**config.mk**
```make
export PLATFORM = sky130hd
export DESIGN_NAME = csr_file
export DESIGN_NICKNAME = d
export VERILOG_FILES = /design/src/rtl/csr_file.sv
export SDC_FILE = /design/constraint.sdc
export NUM_CORES = 1
export LEC_CHECK = 0
export BUFFER_PORTS_ARGS = -buffer_cell sky130_fd_sc_hd__buf_2
export CORE_ASPECT_RATIO = 1.5
export CORE_MARGIN = 2
export CORE_UTILIZATION = 49
export DETAILED_ROUTE_END_ITERATION = 10
export HOLD_SLACK_MARGIN = 0.08
export PLACE_DENSITY_LB_ADDON = 0.12
export REMOVE_ABC_BUFFERS = 1
export SYNTH_ARGS = -nofsm -noshare
export SYNTH_HDL_FRONTEND = slang
export SYNTH_SLANG_ARGS = --single-unit
```
**constraint.sdc**
```tcl
create_clock -name clk -period 2.8 [get_ports clk]
set_input_delay 0.7 -clock clk [delete_from_list [all_inputs] [get_ports clk]]
set_output_delay 0.7 -clock clk [all_outputs]
set_load 0.05 [all_outputs]
```
**src/rtl/csr_file.sv**
```systemverilog
// rtl/csr_file.sv - machine-mode CSR file with trap state and counters (CSR_COUNTERS_EN)
// Write-back responder with same-cycle read bypass; trap_req > mret > csr_wben.
module csr_file #(
  parameter logic [31:0] RESET_MTVEC = 32'h0000_0000,
  parameter logic [31:0] HART_ID     = 32'd0,
  parameter logic [31:0] MISA_VAL    = 32'h4000_0100
) (
  input  logic        clk,
  input  logic        rst,
  input  logic [11:0] csr_raddr,
  output logic [31:0] csr_rdata,
  output logic        csr_illegal,
  input  logic        csr_wben,
  input  logic [11:0] csr_wbaddr,
  input  logic [31:0] csr_wbdata,
  input  logic        instr_retire,
  input  logic        trap_req,
  input  logic [31:0] trap_pc,
  input  logic [31:0] trap_cause,
  input  logic [31:0] trap_tval,
  input  logic        mret,
  output logic [31:0] trap_vector,
  output logic [31:0] mepc_out,
  output logic        irq_enable
);

  localparam logic [11:0] A_MSTATUS   = 12'h300;
  localparam logic [11:0] A_MISA      = 12'h301;
  localparam logic [11:0] A_MIE       = 12'h304;
  localparam logic [11:0] A_MTVEC     = 12'h305;
  localparam logic [11:0] A_MSCRATCH  = 12'h340;
  localparam logic [11:0] A_MEPC      = 12'h341;
  localparam logic [11:0] A_MCAUSE    = 12'h342;
  localparam logic [11:0] A_MTVAL     = 12'h343;
  localparam logic [11:0] A_MCYCLE    = 12'hB00;
  localparam logic [11:0] A_MINSTRET  = 12'hB02;
  localparam logic [11:0] A_MCYCLEH   = 12'hB80;
  localparam logic [11:0] A_MINSTRETH = 12'hB82;
  localparam logic [11:0] A_CYCLE     = 12'hC00;
  localparam logic [11:0] A_INSTRET   = 12'hC02;
  localparam logic [11:0] A_CYCLEH    = 12'hC80;
  localparam logic [11:0] A_INSTRETH  = 12'hC82;
  localparam logic [11:0] A_MHARTID   = 12'hF14;

  logic        r_mstatus_mie;
  logic        r_mstatus_mpie;
  logic [31:0] r_mie;
  logic [31:0] r_mtvec;
  logic [31:0] r_mscratch;
  logic [31:0] r_mepc;
  logic [31:0] r_mcause;
  logic [31:0] r_mtval;

  logic        w_wr;
  logic        w_wr_ok;
  logic [31:0] w_mstatus;
  logic [31:0] w_rdata;
  logic        w_illegal;

  // A software write only lands when neither a trap nor an mret claims the cycle.
  assign w_wr      = csr_wben & ~trap_req & ~mret;
  assign w_mstatus = {19'b0, 2'b11, 3'b0, r_mstatus_mpie, 3'b0, r_mstatus_mie, 3'b0};

  always_comb begin
    w_wr_ok = 1'b0;
    case (csr_wbaddr)
      A_MSTATUS, A_MIE, A_MTVEC, A_MSCRATCH,
      A_MEPC, A_MCAUSE, A_MTVAL:             w_wr_ok = 1'b1;
`ifdef CSR_COUNTERS_EN
      A_MCYCLE, A_MINSTRET, A_MCYCLEH,
      A_MINSTRETH:                           w_wr_ok = 1'b1;
`endif
      default:                               w_wr_ok = 1'b0;
    endcase
  end

  always_ff @(posedge clk) begin
    if (!rst) begin
      r_mstatus_mie  <= 1'b0;
      r_mstatus_mpie <= 1'b0;
      r_mie          <= 32'h0;
      r_mtvec        <= RESET_MTVEC;
      r_mscratch     <= 32'h0;
      r_mepc         <= 32'h0;
      r_mcause       <= 32'h0;
      r_mtval        <= 32'h0;
    end else if (trap_req) begin
      r_mepc         <= trap_pc & ~32'h3;
      r_mcause       <= trap_cause;
      r_mtval        <= trap_tval;
      r_mstatus_mpie <= r_mstatus_mie;
      r_mstatus_mie  <= 1'b0;
    end else if (mret) begin
      r_mstatus_mie  <= r_mstatus_mpie;
      r_mstatus_mpie <= 1'b1;
    end else if (w_wr) begin
      case (csr_wbaddr)
        A_MSTATUS: begin
          r_mstatus_mie  <= csr_wbdata[3];
          r_mstatus_mpie <= csr_wbdata[7];
        end
        A_MIE:      r_mie      <= csr_wbdata;
        A_MTVEC:    r_mtvec    <= csr_wbdata & ~32'h3;
        A_MSCRATCH: r_mscratch <= csr_wbdata;
        A_MEPC:     r_mepc     <= csr_wbdata & ~32'h3;
        A_MCAUSE:   r_mcause   <= csr_wbdata;
        A_MTVAL:    r_mtval    <= csr_wbdata;
        default:    ;
      endcase
    end
  end

`ifdef CSR_COUNTERS_EN
  logic [63:0] r_mcycle;
  logic [63:0] r_minstret;

  // A written half replaces that half and the counter skips its increment.
  always_ff @(posedge clk) begin
    if (!rst) begin
      r_mcycle   <= 64'h0;
      r_minstret <= 64'h0;
    end else begin
      if (w_wr && csr_wbaddr == A_MCYCLE)         r_mcycle[31:0]    <= csr_wbdata;
      else if (w_wr && csr_wbaddr == A_MCYCLEH)   r_mcycle[63:32]   <= csr_wbdata;
      else                                        r_mcycle          <= r_mcycle + 64'd1;
      if (w_wr && csr_wbaddr == A_MINSTRET)       r_minstret[31:0]  <= csr_wbdata;
      else if (w_wr && csr_wbaddr == A_MINSTRETH) r_minstret[63:32] <= csr_wbdata;
      else                                        r_minstret        <= r_minstret + {63'h0, instr_retire};
    end
  end
`else
  logic w_unused;
  assign w_unused = instr_retire;
`endif

  always_comb begin
    w_rdata   = 32'h0;
    w_illegal = 1'b0;
    case (csr_raddr)
      A_MSTATUS:  w_rdata = w_mstatus;
      A_MISA:     w_rdata = MISA_VAL;
      A_MIE:      w_rdata = r_mie;
      A_MTVEC:    w_rdata = r_mtvec;
      A_MSCRATCH: w_rdata = r_mscratch;
      A_MEPC:     w_rdata = r_mepc;
      A_MCAUSE:   w_rdata = r_mcause;
      A_MTVAL:    w_rdata = r_mtval;
      A_MHARTID:  w_rdata = HART_ID;
`ifdef CSR_COUNTERS_EN
      A_MCYCLE,    A_CYCLE:    w_rdata = r_mcycle[31:0];
      A_MCYCLEH,   A_CYCLEH:   w_rdata = r_mcycle[63:32];
      A_MINSTRET,  A_INSTRET:  w_rdata = r_minstret[31:0];
      A_MINSTRETH, A_INSTRETH: w_rdata = r_minstret[63:32];
`else
      A_MCYCLE, A_CYCLE, A_MCYCLEH, A_CYCLEH,
      A_MINSTRET, A_INSTRET, A_MINSTRETH, A_INSTRETH: w_rdata = 32'h0;
`endif
      default:    w_illegal = 1'b1;
    endcase
    if (csr_wben && w_wr_ok && csr_wbaddr == csr_raddr)
      w_rdata = csr_wbdata;
  end

  assign csr_rdata   = w_rdata;
  assign csr_illegal = w_illegal;
  assign trap_vector = r_mtvec & ~32'h3;
  assign mepc_out    = r_mepc & ~32'h3;
  assign irq_enable  = r_mstatus_mie;

endmodule

```
==> metrics.yaml, run 1 <==
layout_min_cycle_time_ns: 3.35
start_kind: "input port"
synth_ff_type: "dfxtp_1"
ys_warn_count: 0
die-area_sq_um: 21600
start_util_pct: 49.5
hp-class: "reg -> reg"
die-width_um: 121
synth_area_leaders: "dfxtp_1 (38%), nand2_1 (10%), a21boi_0 (6.7%)"
critPathArrivalTime_ns: 2.65
timing_max_transition_violations_final: 0
finalSetupViolCount: 33
die_h_um: 179
nets: 1606
synth_edf_count: 0
finClkSkew_ns: 0.000166
cp-end-kind: "output port"
cts.htree.levels: 4
cts_tree: "done"
clock_path_buffers: 2
clkTransAtPathRegs_ns: 0.07
postCtsHoldBufs: 0
hpwl_um: 21600
max_freq_ghz: 0.299
fp-row-count: 64
drtIter0Drc: 646
async_flop_share_pct: 0
outcome: "finished with violations"
tightest_slew_ns: 0.597
first_pass_iters: 5
tns_ns: -16.74
grt_max_degree: 129
ys_ff_latch: 190
wirelength_um: 34200
powerDensity_nw_per_um2: 454
syn-instance-count: 1182
failed_checks: "negative setup slack"
critPathSlowestCell: "nor4_1"
root_buffer: "clkbuf_16"
cts_sinks: 190
grt_first_pass_wirelength_um: 51900
grt_overflow: 0
cp_data_required_time_ns: 2.10
synth_area_sq_um: 10000
gp_congestion: 0.863
rsz0062_at_grt: "yes"
critPathMaxFanout: 5
cellLeakagePower_nw: 5.43
vias_per_cell: 5.90
yosys.area.top_type_share_pct: 38.1
cts_buffers: 17
max-slew-margin-rel_pct: 60.2
grt_pass1_vias: 9595
ios: 256
maxCapViolCount: 0
vias: 10193
setup_ws_ns: -0.547
grt_usage_pct: 30.7
worst-setup-path-type: "in -> out"
total_power_w: 0.00618
drc: 0
io_buffers: 248
hold_viol_final: 0
clock_latency_ns: 0.43
final_antenna_net_count: 0
max_stage_delay_ns: 0.42
layout-drive-gt1-share_pct: 34.3
wire_per_inst_um: 19.8
crit_chain: "buf_8 > buf_6 > xor2_1 > nor4_1 > nand4_1 > buf_6 > clkbuf_16 > mux2_4 > buf_8"
synth_area_leader_cell: "dfxtp_1"
synth_cell_types: 57
dp_slack_ns: -0.620
peakVddDrop_uv: 406
min_period_over_period_pct: 120
seq_area_frac_synth_pct: 38.1
area_delta_synth_final_pct: 36.1
post_synth.cell_area_avg_sq_um: 8.46
antenna_found_initial: 5
core-area_sq_um: 20200
## cell usage after synthesis (all sizes together), types with 3 or more instances
master and instances:
o2111a 47, a211oi 47, xnor2 4, nand4 8
xor2 8, a32oi 3, o211ai 7, mux2 54
inv 9, a22oi 22, or3b 3, a21oi 7
clkbuf 76, nor2 41, mux2i 31, a21boi 94
nor4 9, dfxtp 190, nor2b 3, a31oi 4
o221ai 16, nand2 269, or3 47, and2 4
nor3 51, o21ai 61, mux4 6, buf 35
nand3b 3
## final timing paths
path                                     from                     endpoint  slack (ns)  cells past startpoint
setup / recovery                 csr_raddr[1]                csr_rdata[15]       -0.55                      9
hold reg to reg   r_mscratch[27]$_SDFFE_PN0P_  r_mscratch[27]$_SDFFE_PN0P_        0.45                      2
hold / removal    r_mscratch[27]$_SDFFE_PN0P_  r_mscratch[27]$_SDFFE_PN0P_        0.45                      2
setup reg to reg       r_mepc[5]$_SDFFE_PN0P_       r_mepc[5]$_SDFFE_PN0P_        1.84                      2
## area by class of cell
cell class	count	area, sq um
Antenna cell	4	10.0
Clock buffer	22	464
Clock inverter	9	110
Fill cell	1729	6570
Inverter	9	35.0
Multi-Input combinational cell	875	6100
Sequential cell	190	3800
Tap cell	264	330
Timing Repair Buffer	355	2750
## state kept, by name, indices dropped and copies added (netlist names)
signal	flops
r_mstatus_mpie	1
r_mcause	32
r_mepc	30
r_mscratch	32
r_mie	32
r_mtval	32
irq_enable	1
r_mtvec	30
## logic make-up (layout without fill, tap and decap cells)
family          count (synthesis)  count (layout)  share of synthesized area, %
other cells                     1               8                        0.0375
simple gates                  456             456                          21.3
mux                            91              91                          10.5
buf+inv                       120             395                          5.26
compound gates                312             312                          23.8
xor+xnor                       12              12                          1.05
flops                         190             190                          38.1
## layer usage
layer | up-vias | GRT usage (%) | wire length, um
li1 | 4823 | - | -
met1 | 4936 | 37.5 | 14000
met2 | 351 | 52.7 | 17100
met3 | 79 | 6.08 | 1930
met4 | 4 | 12.7 | 1210
met5 | - | 0 | 18
## placed cells by master, fill, tap and decap left out, types with 7 or more instances in the layout
master / Yosys / final
nand2_1: 269 / 267
buf_2: 24 / 204
dfxtp_1: 190 / 190
a21boi_0: 89 / 89
buf_4: 6 / 77
o21ai_0: 61 / 57
nor3_1: 49 / 49
a211oi_1: 47 / 47
or3_1: 47 / 47
o2111a_1: 47 / 47
nor2_1: 41 / 38
mux2i_1: 31 / 31
mux2_2: 51 / 29
buf_6: 3 / 27
mux2_4: 0 / 25
buf_8: 0 / 24
a22oi_1: 22 / 21
clkbuf_16: 0 / 19
buf_12: 0 / 19
o221ai_2: 0 / 10
inv_1: 9 / 8
nand4_1: 7 / 7
xor2_1: 8 / 7
o211ai_1: 7 / 7
## worst max-delay path: cells and delay by family
family        cells  cell delay, ns
xor+xnor          1            0.17
buf+inv           5            0.78
simple gates      2            0.68
mux               1            0.31
## metrics by stage
| stage | cell area (sq um) | cells | utilization, % | hold slack [ns] |
|---|---|---|---|---|
| finish | 13600 | 1728 | 67.4 | 0.451 |
| global route | 13600 | 1726 | 67.4 | 0.463 |
| CTS | 13300 | 1718 | 65.9 | 0.451 |
| detailed placement | 12000 | 1679 | 59.7 | 0.442 |
| global placement | 12000 | 1679 | 59.7 | 0.438 |
| floorplan | 9520 | 1074 | - | 0.426 |
## where the power goes
group / internal (W) / leakage (nW) / switching [W]
Clock: 0.00136 / 0.273 / 0.00108
Sequential: 0.00280 / 1.55 / 0.0000561
Combinational: 0.000381 / 3.60 / 0.000506
## timing repair
item	CTS	global route
setup buffers	6	4
pin swaps	22	8
cloned	2	2
setup endpoints to repair	33	33
gates resized for setup	150	46
Note: power is estimated with default switching activity, not from simulation.
==> inputs of run 2 (changes only) <==
--- a/config.mk
+++ b/config.mk
@@ -5,14 +5,16 @@
 export SDC_FILE = /design/constraint.sdc
 export NUM_CORES = 1
 export LEC_CHECK = 0
+export ABC_AREA = 1
 export BUFFER_PORTS_ARGS = -buffer_cell sky130_fd_sc_hd__buf_2
 export CORE_ASPECT_RATIO = 1.5
 export CORE_MARGIN = 2
-export CORE_UTILIZATION = 49
+export CORE_UTILIZATION = 50
 export DETAILED_ROUTE_END_ITERATION = 10
 export HOLD_SLACK_MARGIN = 0.08
 export PLACE_DENSITY_LB_ADDON = 0.12
 export REMOVE_ABC_BUFFERS = 1
+export SKIP_CTS_REPAIR_TIMING = 1
 export SYNTH_ARGS = -nofsm -noshare
 export SYNTH_HDL_FRONTEND = slang
 export SYNTH_SLANG_ARGS = --single-unit
==> metrics.yaml, run 2 <==
yosys.area.top_type_share_pct: 34.7
wl_met1_um: 16200
diodes: 0
area_delta_synth_final_pct: 34.8
cts.htree.levels: 4
cp-end-kind: "output port"
tightest_slew_ns: 0.702
whs_endpoint: "r_mie[2]$_SDFFE_PN0P_"
first_pass_iters: 6
outcome: "finished with violations"
rsz0062_at_grt: "yes"
hp-class: "reg -> reg"
ys_ff_latch: 190
io_buffers: 248
clock_latency_ns: 0.44
grt_usage_pct: 32.3
syn-instance-count: 1751
total_power_w: 0.00631
synth_area_leader_cell: "dfxtp_1"
r2r-start: "irq_enable$_SDFFE_PP0P_"
layout_commonest_cell: "nand2_1"
peakVddDrop_uv: 475
wirelength_um: 42100
ys_warn_count: 0
wl_met3_um: 3820
ff_latch_area_sq_um: 3800
cts_tree: "done"
place_inst: 2232
finalNonFillerCells: 2286
wl_met2_um: 20200
powerDensity_nw_per_um2: 427
async_flop_share_pct: 0
layout-drive-gt1-share_pct: 27.4
die-width_um: 125
post_synth.cell_area_avg_sq_um: 6.26
hold_path_startpoint: "r_mie[2]$_SDFFE_PN0P_"
final_cell_mix: "nand2_1 (375), nand3_1 (210), buf_2 (204)"
antenna_found_initial: 0
synth_cell_types: 35
cellLeakagePower_nw: 6.87
whs_ns: 0.448
cts_buffers: 17
start_kind: "input port"
finalSetupViolCount: 33
rr_endpoint: "r_mstatus_mpie$_SDFFE_PN0P_"
grt_first_pass_wirelength_um: 59700
worst-setup-path-type: "in -> out"
hold_viol_final: 0
max-slew-margin-rel_pct: 53.2
clkTransAtPathRegs_ns: 0.06
nets: 2161
grt_max_degree: 117
ios: 256
critPathArrivalTime_ns: 2.24
synth_edf_count: 0
vias: 13062
die_h_um: 185
seq_area_frac_synth_pct: 34.7
reg2reg_depth: 4
hpwl_um: 25800
fillers: 1936
drtIter0Drc: 1324
top_layer: "met4"
cts_sinks: 190
root_buffer: "clkbuf_16"
grt_overflow: 0
clock_path_buffers: 2
die-area_sq_um: 23200
finClkSkew_ns: 0.000151
failed_checks: "negative setup slack"
vias_per_cell: 5.71
synth_area_sq_um: 11000
min_period_over_period_pct: 105
cp_data_required_time_ns: 2.10
drc: 0
gp_congestion: 0.879
multi_input_area_sq_um: 6320
synth_area_leaders: "dfxtp_1 (35%), nand2_1 (14%), nand3_1 (12%)"
synthTopCellsByCount: "nand2_1 (412), nand3_1 (262), dfxtp_1 (190)"
start_util_pct: 50.7
timing_max_transition_violations_final: 0
fp-row-count: 66
whs_path_depth: 2
setup_ws_ns: -0.141
grt_pass1_vias: 11604
final_antenna_net_count: 0
synth_ff_type: "dfxtp_1"
worst-r2r-setup-slack_ns: 1.96
wire_per_inst_um: 18.4
core-area_sq_um: 21600
max_freq_ghz: 0.340
layout_min_cycle_time_ns: 2.94
maxCapViolCount: 0
dp_slack_ns: -0.282
critPathMaxFanout: 7
yosysMostFrequentCell: "nand2_1"
==> run 2: cell count changes after synthesis, moves of 51 or more <==
| cell | delta |
|---|---|
| nand3_1 | +261 |
| inv_1 | +167 |
| nand2_1 | +143 |
| nor2_1 | +118 |
| a21oi_1 | +103 |
| a21boi_0 | -89 |
| o21ai_0 | +61 |
| mux2_2 | -51 |
==> run 2: cells by family after synthesis <==
kind of cell           after synthesis  synth area share [%]
AO/OA/AOI/OAI                      312                  15.0
buffers and inverters              325                  12.8
XOR/XNOR                             2                 0.160
other                                1                0.0342
flip-flops                         190                  34.7
AND/OR/NAND/NOR                    921                  37.3
==> run 2: cell type report <==
type                            count  share of cell area, %
Sequential cell                   190                   25.7
Timing Repair Buffer              365                   20.1
Clock buffer                       20                   3.16
Clock inverter                     10                  0.923
Inverter                          190                   4.96
Multi-Input combinational cell   1239                   42.8
Tap cell                          272                   2.30
==> run 2: routing by layer <==
metal | GRT usage [%] | vias to the layer above
met5 | 0 | -
met1 | 40.0 | 5932
met4 | 14.2 | 0
met3 | 4.82 | 143
met2 | 55.7 | 752
li1 | - | 6235
==> run 2: how the worst max path moves through the flow <==
stage | from | end | slack (ns) | cells past startpoint
6_report | csr_raddr[4] | csr_rdata[12] | -0.14 | 13
5_1_grt | csr_raddr[4] | csr_rdata[22] | -0.20 | 13
4_1_cts | csr_raddr[2] | csr_rdata[22] | -0.30 | 12
3_5_place_dp | csr_raddr[2] | csr_rdata[22] | -0.28 | 12
3_3_place_gp | csr_raddr[2] | csr_rdata[22] | -0.26 | 12
2_1_floorplan | trap_req | r_mscratch[0]$_SDFFE_PN0P_ | -0.92 | 6
==> run 2: power by group <==
group          total, W  switching [W]  internal, W
Combinational  0.000908       0.000610     0.000298
Sequential      0.00284      0.0000556      0.00279
Clock           0.00256        0.00109      0.00147
==> run 2: critical path, stage by stage <==
cell and delay (ns):
buf_6 0.10, nor2_4 0.16, nand2_4 0.09, nor2_8 0.22
buf_12 0.19, clkbuf_16 0.17, nand3_2 0.06, nand2_2 0.07
nor2_2 0.04, nand2_1 0.07, nand3_2 0.09, nand2_4 0.11
buf_8 0.14
==> run 2: stage by stage <==
stage | TNS (ns) | area (sq um) | util [%]
after global placement | -7.43 | 12800 | 59.1
final | -3.35 | 14800 | 68.3
after floorplan | -105.89 | 10300 | -
after global routing | -5.46 | 14800 | 68.3
after CTS | -8.52 | 13400 | 61.8
after detailed placement | -8.30 | 12800 | 59.1
==> inputs of run 3 (changes only) <==
--- a/config.mk
+++ b/config.mk
@@ -9,7 +9,7 @@
 export BUFFER_PORTS_ARGS = -buffer_cell sky130_fd_sc_hd__buf_2
 export CORE_ASPECT_RATIO = 1.5
 export CORE_MARGIN = 2
-export CORE_UTILIZATION = 50
+export CORE_UTILIZATION = 45
 export DETAILED_ROUTE_END_ITERATION = 10
 export HOLD_SLACK_MARGIN = 0.08
 export PLACE_DENSITY_LB_ADDON = 0.12
==> metrics.yaml, run 3 (synthesized netlist as in run 2, its figures left out) <==
first_pass_iters: 6
vias: 13052
outcome: "finished with violations"
cp_data_required_time_ns: 2.10
peakVddDrop_uv: 473
clkTransAtPathRegs_ns: 0.07
clock_path_buffers: 2
worst-r2r-setup-slack_ns: 1.95
cts.htree.levels: 4
critPathSlowestCell: "clkbuf_16"
start_util_pct: 45.4
hold_viol_final: 0
root_buffer: "clkbuf_16"
cts_tree: "done"
failed_checks: "negative setup slack"
finish.utilization_pct: 62.5
timing_max_transition_violations_final: 0
hpwl_um: 27200
finalNonFillerCells: 2350
core-area_sq_um: 24200
dpl_cell_area_sq_um: 13100
place_inst: 2297
die_h_um: 195
ff_latch_area_sq_um: 3800
area_delta_synth_final_pct: 37.9
grt_overflow: 0
rsz0062_at_grt: "yes"
grt_first_pass_wirelength_um: 63100
grt_usage_pct: 30.9
vias_per_cell: 5.55
cts_sinks: 190
maxCapViolCount: 0
tightest_slew_ns: 0.692
max-slew-margin-rel_pct: 53.9
nets: 2170
io_buffers: 248
cts_buffers: 17
clock_latency_ns: 0.45
tns_ns: -2.40
multi_input_area_sq_um: 6400
layout-drive-gt1-share_pct: 28.3
fp-row-count: 70
critPathMaxFanout: 8
die-area_sq_um: 25700
drtIter0Drc: 1076
setup_ws_ns: -0.122
finClkSkew_ns: 0.000393
grt_max_degree: 127
powerDensity_nw_per_um2: 413
layout_min_cycle_time_ns: 2.92
min_period_over_period_pct: 104
cp-end-kind: "output port"
antenna_found_initial: 3
start_kind: "input port"
path_common_cell: "nand2_4"
ios: 256
dp_slack_ns: -0.326
gp_congestion: 0.886
finalSetupViolCount: 33
critPathArrivalTime_ns: 2.22
final_cell_mix: "nand2_1 (360), nand3_1 (212), buf_2 (201)"
worst-setup-path-type: "in -> out"
crit_chain: "buf_8 > nor2_4 > nand2_4 > nor2_8 > buf_12 > nand2_4 > nand2_1 > nor2_4 > nand2_8 > clkbuf_16 > nand3_4 > nand2_4 > buf_12"
die-width_um: 131
final_area_sq_um: 15100
wirelength_um: 42600
cellLeakagePower_nw: 6.94
grt_pass1_vias: 12057
max_stage_delay_ns: 0.22
wire_per_inst_um: 18.1
fillers: 2350
max_freq_ghz: 0.342
layout_commonest_cell: "nand2_1"
hp-class: "reg -> reg"
drc: 0
final_antenna_net_count: 0
run 3: metal layers:
layer,GRT usage [%],part of all wire (%)
met2,53.6,49
met4,14.0,4.0
met3,4.39,8.0
met5,0,0.042
met1,38.0,39
run 3: report_power, final:
group / internal (W) / switching, W
Sequential: 0.00278 / 0.0000542
Clock: 0.00126 / 0.00122
Combinational: 0.000310 / 0.000609
run 3: worst max-delay path: cells and delay by family:
family	cells	cell delay, ns
simple gates	9	0.92
buf+inv	4	0.60
run 3: stage by stage:
step	total power (W)	hold slack, ns
after CTS	0.00618	0.448
after global placement	0.00376	0.433
final	0.00624	0.448
after detailed placement	0.00377	0.437
after global routing	0.00645	0.461
after floorplan	0.00333	0.423
run 3: cell type report:
| type | instances | area share, % |
|---|---|---|
| Inverter | 190 | 4.87 |
| Timing Repair Buffer | 374 | 21.1 |
| Multi-Input combinational cell | 1239 | 42.4 |
| Tap cell | 324 | 2.68 |
| Sequential cell | 190 | 25.2 |
| Clock inverter | 15 | 0.993 |
| Antenna cell | 1 | 0.0166 |
| Clock buffer | 17 | 2.81 |
run 3: final timing paths:
kind | to | startpoint | cells after the start
hold / removal | r_mie[7]$_SDFFE_PN0P_ | r_mie[7]$_SDFFE_PN0P_ | 2
setup / recovery | csr_rdata[15] | csr_raddr[4] | 13
hold reg to reg | r_mie[7]$_SDFFE_PN0P_ | r_mie[7]$_SDFFE_PN0P_ | 2
setup reg to reg | r_mstatus_mpie$_SDFFE_PN0P_ | irq_enable$_SDFFE_PP0P_ | 4
